<file path="src/rtl/freq_sequencer.sv">
// Run/stop, manual stepping and automatic sweep control for the clock-rate selector.
// Every rate change while running drops enable for GAP_CYCLES so the selector restarts in phase.
module freq_sequencer #(
  parameter int unsigned DWELL_CYCLES = 25000000,
  parameter int unsigned GAP_CYCLES   = 2,
  parameter int unsigned CNT_BITS     = 25
) (
  input  logic       CLK,
  input  logic       RESET_N,
  input  logic       btn_run,
  input  logic       btn_mode,
  input  logic       btn_up,
  input  logic       btn_down,
  output logic       enable,
  output logic [1:0] frecuency,
  output logic       sweep_active,
  output logic       freq_changed
);

  localparam int unsigned GAP_BITS = (GAP_CYCLES > 1) ? $clog2(GAP_CYCLES) : 1;
  localparam logic [CNT_BITS-1:0] DWELL_LAST = CNT_BITS'(DWELL_CYCLES - 1);
  localparam logic [GAP_BITS-1:0] GAP_LOAD   = GAP_BITS'(GAP_CYCLES - 1);

  typedef enum logic [1:0] {
    ST_STOPPED = 2'd0,
    ST_RUN     = 2'd1,
    ST_GAP     = 2'd2
  } state_e;

  state_e              state_q, state_d;
  logic [1:0]          freq_q, freq_d;
  logic                en_q, en_d;
  logic                sweep_q, sweep_d;
  logic                chg_q, chg_d;
  logic [CNT_BITS-1:0] dwell_q, dwell_d;
  logic [GAP_BITS-1:0] gap_q, gap_d;

  logic mode_act_s, up_s, dn_s, can_up_s, can_dn_s;

  // Resolve button priority and manual-step qualification.
  always_comb begin
    mode_act_s = btn_mode & ~btn_run;
    up_s       = btn_up & ~btn_down & ~sweep_q & ~btn_run & ~btn_mode;
    dn_s       = btn_down & ~btn_up & ~sweep_q & ~btn_run & ~btn_mode;
    can_up_s   = (freq_q != 2'd3);
    can_dn_s   = (freq_q != 2'd0);
  end

  // Next-state and next-output computation.
  always_comb begin
    state_d = state_q;
    freq_d  = freq_q;
    en_d    = en_q;
    sweep_d = sweep_q;
    chg_d   = 1'b0;
    dwell_d = dwell_q;
    gap_d   = gap_q;

    if (mode_act_s) begin
      sweep_d = ~sweep_q;
      if (!sweep_q) begin
        dwell_d = '0;
      end else begin
        dwell_d = dwell_q;
      end
    end else begin
      sweep_d = sweep_q;
    end

    case (state_q)
      ST_STOPPED: begin
        en_d = 1'b0;
        // enable is already low, so steps apply directly; chg_q gate keeps pulses apart
        if (btn_run) begin
          state_d = ST_RUN;
          en_d    = 1'b1;
          dwell_d = '0;
        end else if (up_s && can_up_s && !chg_q) begin
          freq_d = freq_q + 2'd1;
          chg_d  = 1'b1;
        end else if (dn_s && can_dn_s && !chg_q) begin
          freq_d = freq_q - 2'd1;
          chg_d  = 1'b1;
        end else begin
          state_d = ST_STOPPED;
        end
      end
      ST_RUN: begin
        en_d = 1'b1;
        if (btn_run) begin
          state_d = ST_STOPPED;
          en_d    = 1'b0;
        end else if (mode_act_s) begin
          state_d = ST_RUN;
        end else if (sweep_q) begin
          if (dwell_q == DWELL_LAST) begin
            freq_d  = freq_q + 2'd1;
            chg_d   = 1'b1;
            dwell_d = '0;
            gap_d   = GAP_LOAD;
            state_d = ST_GAP;
            en_d    = 1'b0;
          end else begin
            dwell_d = dwell_q + CNT_BITS'(1);
          end
        end else if (up_s && can_up_s) begin
          freq_d  = freq_q + 2'd1;
          chg_d   = 1'b1;
          gap_d   = GAP_LOAD;
          state_d = ST_GAP;
          en_d    = 1'b0;
        end else if (dn_s && can_dn_s) begin
          freq_d  = freq_q - 2'd1;
          chg_d   = 1'b1;
          gap_d   = GAP_LOAD;
          state_d = ST_GAP;
          en_d    = 1'b0;
        end else begin
          state_d = ST_RUN;
        end
      end
      ST_GAP: begin
        en_d    = 1'b0;
        dwell_d = '0;
        if (btn_run) begin
          state_d = ST_STOPPED;
        end else if (gap_q == '0) begin
          state_d = ST_RUN;
          en_d    = 1'b1;
        end else begin
          gap_d = gap_q - GAP_BITS'(1);
        end
      end
      default: begin
        state_d = ST_STOPPED;
        en_d    = 1'b0;
      end
    endcase
  end

  // State and output registers.
  always_ff @(posedge CLK or negedge RESET_N) begin
    if (!RESET_N) begin
      state_q <= ST_STOPPED;
      freq_q  <= 2'd0;
      en_q    <= 1'b0;
      sweep_q <= 1'b0;
      chg_q   <= 1'b0;
      dwell_q <= '0;
      gap_q   <= '0;
    end else begin
      state_q <= state_d;
      freq_q  <= freq_d;
      en_q    <= en_d;
      sweep_q <= sweep_d;
      chg_q   <= chg_d;
      dwell_q <= dwell_d;
      gap_q   <= gap_d;
    end
  end

  assign enable       = en_q;
  assign frecuency    = freq_q;
  assign sweep_active = sweep_q;
  assign freq_changed = chg_q;

endmodule

</file>
<file path="config.mk">
export PLATFORM = sky130hd
export DESIGN_NAME = freq_sequencer
export DESIGN_NICKNAME = d
export VERILOG_FILES = /design/src/rtl/freq_sequencer.sv
export SDC_FILE = /design/constraint.sdc
export NUM_CORES = 1
export LEC_CHECK = 0
export BUFFER_PORTS_ARGS = -buffer_cell sky130_fd_sc_hd__buf_2
export CORE_MARGIN = 2
export CORE_UTILIZATION = 45
export DETAILED_ROUTE_END_ITERATION = 6
export SLEW_MARGIN = 20
export SYNTH_ARGS = -nofsm -noshare
export SYNTH_HDL_FRONTEND = slang
export SYNTH_SLANG_ARGS = --single-unit
</file>
<file path="constraint.sdc">
create_clock -name CLK -period 5.41 [get_ports CLK]
set_clock_uncertainty 0.05 [all_clocks]
set_input_delay 0.8115 -clock CLK [delete_from_list [all_inputs] [get_ports CLK]]
set_output_delay 0.8115 -clock CLK [all_outputs]
set_load 0.05 [all_outputs]
</file>
## After elaboration in Yosys (flattened, before gate mapping)

Index checks and enable logic that the tools add are counted.

- Flip-flop bits (word level): 33
- Input bits: 6
- Output and inout bits: 5
- Logic and storage cells: 111

- $add $sub $neg: 4
- Equality and inequality tests: 15
- Mux-type cells: 59
- Bitwise gates (word level): 14
- Reductions and logical operators: 12

Operator list:

| cell | number |
|---|---|
| 2-to-1 mux 25 bit | 7 |
| case mux 25 bit (3 select lines) | 1 |
| 2-to-1 mux 2 bit | 20 |
| 2-to-1 mux 1 bit | 26 |
| adder 25 x 1 -> 25 bit (second input constant) | 1 |
| equality test 25 bit (second input constant) | 1 |
| != test 3 bit (second input constant) | 5 |
| != test 2 bit (second input constant) | 5 |
| bitwise AND 1 bit | 9 |
| AND reduction 7 bit | 1 |
| case mux 2 bit (3 select lines) | 1 |
| AND reduction 6 bit | 1 |
| nonzero test 2 bit | 3 |
| != test 5 bit (second input constant) | 1 |
| inverter 1 bit | 5 |
| logical AND 1 bit | 4 |
| != test 4 bit (second input constant) | 1 |
| case mux 1 bit (2 select lines) | 2 |
| case mux 2 bit (2 select lines) | 1 |
| AND reduction 4 bit | 1 |
| case mux 1 bit (3 select lines) | 1 |
| adder 2 x 1 -> 2 bit (second input constant) | 1 |
| equality test 2 x 1 -> 1 bit (second input constant) | 1 |
| equality test 2 bit (second input constant) | 1 |
| 4 further kinds | 4 |

## Longest topological paths before layout

- Depth after elaboration: 12
- Depth in mapped cells: 9
- Gate-level depth less buffers: 7

## Worst setup path before layout

No wires, ideal clock.

- Path kind: register to register
- Start point: register sweep_q (netlist: sweep_active)
- End point: register dwell_q[10]
- Setup time: 0.082 ns
- Arrival time: 1.859 ns
- Required time: 5.278 ns
- Path slack: 3.419 ns
- Cell stages (with the launch flop): 7
- Buffers on the path: 2
- Period minus slack after synthesis: 1.991 ns
- Cell sequence: dfrtp_1 > buf_2 > nand2b_1 > a21oi_1 > or2_2 > clkbuf_1 > a31oi_1

- Cells in the longest elaborated chain, start to end: 6
- Elaborated cells between the ends (all ways): 7
- Those cells by class: mux: 7

Ends and longest elaborated chain:

| item | RTL line | RTL |
|---|---|---|
| start: declaration | 33 | `logic sweep_q, sweep_d;` |
| start signal: assignment | 155 | `sweep_q <= sweep_d;` |
| 2-to-1 mux 25 bit | 61 | `if (!sweep_q) begin` |
| 2-to-1 mux 25 bit | 59 | `if (mode_act_s) begin` |
| 2-to-1 mux 25 bit | 95 | `end else if (sweep_q) begin` |
| 2-to-1 mux 25 bit | 93 | `end else if (mode_act_s) begin` |
| 2-to-1 mux 25 bit | 90 | `if (btn_run) begin` |
| case mux 25 bit (3 select lines) * | 70 | `case (state_q)` |
| net dwell_d[10] | 35 | `logic [CNT_BITS-1:0] dwell_q, dwell_d;` |
| end signal: assignment | 157 | `dwell_q <= dwell_d;` |
| end: declaration | 35 |  |

The timed path passes the listed nets; every way through them passes the cells marked *.
A chain may end at the register's enable or synchronous reset.

## Worst setup path after layout

- Start point: register state_q[0]
- End point: register dwell_q[16]

- Cells in the longest elaborated chain, start to end: 2
- Elaborated cells between the ends (all ways): 4
- Those cells by class: eq/ne: 2; mux: 1; reduce/logical: 1

Ends and longest elaborated chain:

| item | RTL line | RTL |
|---|---|---|
| start: declaration | 30 | `state_e state_q, state_d;` |
| start signal: assignment | 152 | `state_q <= state_d;` |
| equality test 2 bit (tied with other cells) | 70 |  |
| case mux 25 bit (3 select lines) * | 70 |  |
| net dwell_d[16] | 35 |  |

Marks and branches as above.

==> qor.yml <==
synth_top_area_share_pct: 39.7
die_w_um: 72
synth-xor-area-share_pct: 1.26
drive_gt1_share_pct: 9.09
finalMaxSlewViolations: 0
layout_commonest_cell: "dfrtp_1"
clock_latency_ns: 0.29
n_fill_cell: 435
n_antenna_cell: 0
wl_met1_mm: 2.43
muxShareOfSynthArea_pct: 1.44
core_area_um2: 4410
htree_num_levels: 2
synthTopCellsByArea: "dfrtp_1 40%, a31oi_1 5.4%, nand2_1 4.3%, a21oi_1 4.1%, nor2_1 3.2%"
maxCapViolCount: 0
synthCells: 240
cts.repair.resized: 0
drt_iter0_markers: 214
die_area_um2: 5180
final_cell_mix: "33 x dfrtp_1, 24 x nand2_1, 18 x nor2_1, 18 x a31oi_1, 17 x a21oi_1"
max-vdd-ir-drop_mv: 0.205
antenna_found_initial: 0
syn_nets: 249
grt.overflow.total: 0
die_h_um: 72
ant_nets: 0
required_ns: 5.53
synth_top_family_by_area: "simple AND/OR/NAND/NOR gates"
dpl.hpwl_mm: 3.29
wire_per_inst_um: 16.3
design_area_um2: 2190
synth-edff-count: 0
critPathMaxFanout: 34
route.top_layer_used: "met4"
synth_compound_area_share_pct: 22.4
power.density_nw_per_um2: 327
async_flop_share_pct: 100
cp.arrival_ns: 2.88
rsz0062_at_grt: "false"
clk_pin_slew_ns: 0.06
placed_area_um2: 2110
ys_ff_latch: 33
synth.avg_cell_area_um2: 8.67
clock-root-buffer: "clkbuf_8"
period_minus_slack_ns: 2.75
cp-start-kind: "flop"
p_leak_nw: 0.939
synth.distinct_cells: 45
vias: 1819
multiInputGateArea_um2: 1140
slowest_stage: "o211a_1"
worst_slew_pin_slew_ns: 0.997
grtUsageTotal_pct: 20.5
seq_area_frac_synth_pct: 39.7
critPathBufInv: 0
crit_type: "reg2reg"
fin_crit_sh_pct: 50.9
setup_viol: 0
clockBufferDepth: 2
grt_max_degree: 35
synthAdderAreaFrac_pct: 1.80
cts_tree: "yes"
drt-pass1-iter-count: 4
vias_per_cell: 6.19
end_kind: "flop"
initial_utilization_pct: 47.1
synth-simple-area-share_pct: 28.0
synth_largest_area_cell: "dfrtp_1"
cp_cell_sequence: "nor2b_1 -> nor2b_1 -> o211a_1 -> nand2_1 -> o311ai_0"
hold_class: "reg2reg"
fin_nets: 250
fmax_ghz: 0.363
yosys_most_used_dff: "dfrtp_1"
port_buffers: 10
rows: 24
tns_ns: 0
hold_buffers: 0
critPathMaxStageDelay_ns: 0.86
wl_met2_mm: 2.13
routabilityCongestion: 0.801
grt_pass1_vias: 1648
ys_warn_count: 0
cts_num_sinks: 33
cts_buffers: 5
cp_top_family: "compound AO/OA/AOI/OAI gates"
cp_common_cell: "nor2b_1"
syn-cell-area_um2: 2080
slew_headroom_pct: 33.6
status: "completed"
drc_errors: 0
grt_pass1_wl_mm: 8.14
wl_met3_um: 172
io_pins: 11
regArea_um2: 826
post_cts_buffers: 0
area_growth_pct: 5.23
finalHoldViolCount: 0
routed_wl_mm: 4.80
-- metrics by stage --
stage	util [%]	hold slack, ns	std cells	setup slack, ns	power [mW]
6_report	49.6	0.454	294	2.66	0.715
2_1_floorplan	-	0.393	240	3.42	0.486
4_1_cts	49.6	0.446	294	2.70	0.724
3_3_place_gp	47.8	0.441	286	2.77	0.536
3_5_place_dp	47.8	0.437	286	2.71	0.538
5_1_grt	49.6	0.469	294	2.35	0.762
-- worst register-to-register path, stage by stage, from the launching register on --
cell      delay (ns)
dfrtp_1         0.56
nor2b_1         0.39
nor2b_1         0.30
o211a_1         0.86
nand2_1         0.16
o311ai_0        0.33
-- routing by layer --
layer  vias to the layer above  GRT usage, %
met4                         0          7.55
met5                         -             0
met2                        29          29.8
li1                        894             -
met3                         6          4.58
met1                       890          29.8
-- power by group --
| part | internal, mW | switching (mW) | total [mW] |
|---|---|---|---|
| sequential | 0.269 | 0.0320 | 0.301 |
| clock | 0.0914 | 0.0916 | 0.183 |
| combinational | 0.0792 | 0.152 | 0.231 |
-- cells in the mapped netlist (2+ instances only) --
master and instances:
nor4b_1 2, a21oi_1 17, nand2_1 24, xnor2_1 2, nand2b_1 3, a22o_1 7
nor2_1 18, buf_2 6, a21o_1 5, o21ai_0 12, mux2i_1 3, and2_1 4
a31oi_1 18, nor2b_1 5, nand4_1 10, ha_1 3, o22ai_1 2, nand4_2 2
nor3b_1 2, a41oi_1 3, and3_1 6, inv_1 7, or2_2 3, and4_1 5
dfrtp_1 33, nand3_1 8, nor3_1 4, nand4bb_1 2, clkbuf_1 7, buf_6 2
-- state kept, by name (all words and copies together), names as in the netlist --
| name | cells |
|---|---|
| gap_q | 1 |
| sweep_active | 1 |
| dwell_q | 25 |
| freq_changed | 1 |
| enable | 1 |
| state_q | 2 |
| frecuency | 2 |
-- path summary, 6_finish.rpt --
check,startpoint,end,slack (ns),cells past startpoint
max reg2reg,state_q[0]$_DFFE_PN0P_,dwell_q[16]$_DFF_PN0_,2.66,5
min,dwell_q[21]$_DFF_PN0_,dwell_q[21]$_DFF_PN0_,0.45,1
min reg2reg,dwell_q[21]$_DFF_PN0_,dwell_q[21]$_DFF_PN0_,0.45,1
max,state_q[0]$_DFFE_PN0P_,dwell_q[16]$_DFF_PN0_,2.66,5
min in group asynchronous,RESET_N,sweep_active$_DFFE_PN0P_,0.52,1
max in group asynchronous,RESET_N,dwell_q[3]$_DFF_PN0_,4.31,1
-- area by class of cell --
type	count	area share, %
multi-input cells	184	52.2
clock buffers	8	3.66
well taps	52	2.97
flip-flops and latches	33	37.7
inverters	7	1.20
repair buffers	10	2.29
-- logic make-up (layout without fill, tap and decap cells) --
group	count (synthesis)	count (layout)
DFF	33	33
muxes	3	3
AOI/OAI and AO/OA	72	72
adders and majority gates	3	3
and+or+nand+nor	103	103
buffers and inverters	23	25
xor gates and xnor gates	3	3
Note: power is estimated with default switching activity, not from simulation.
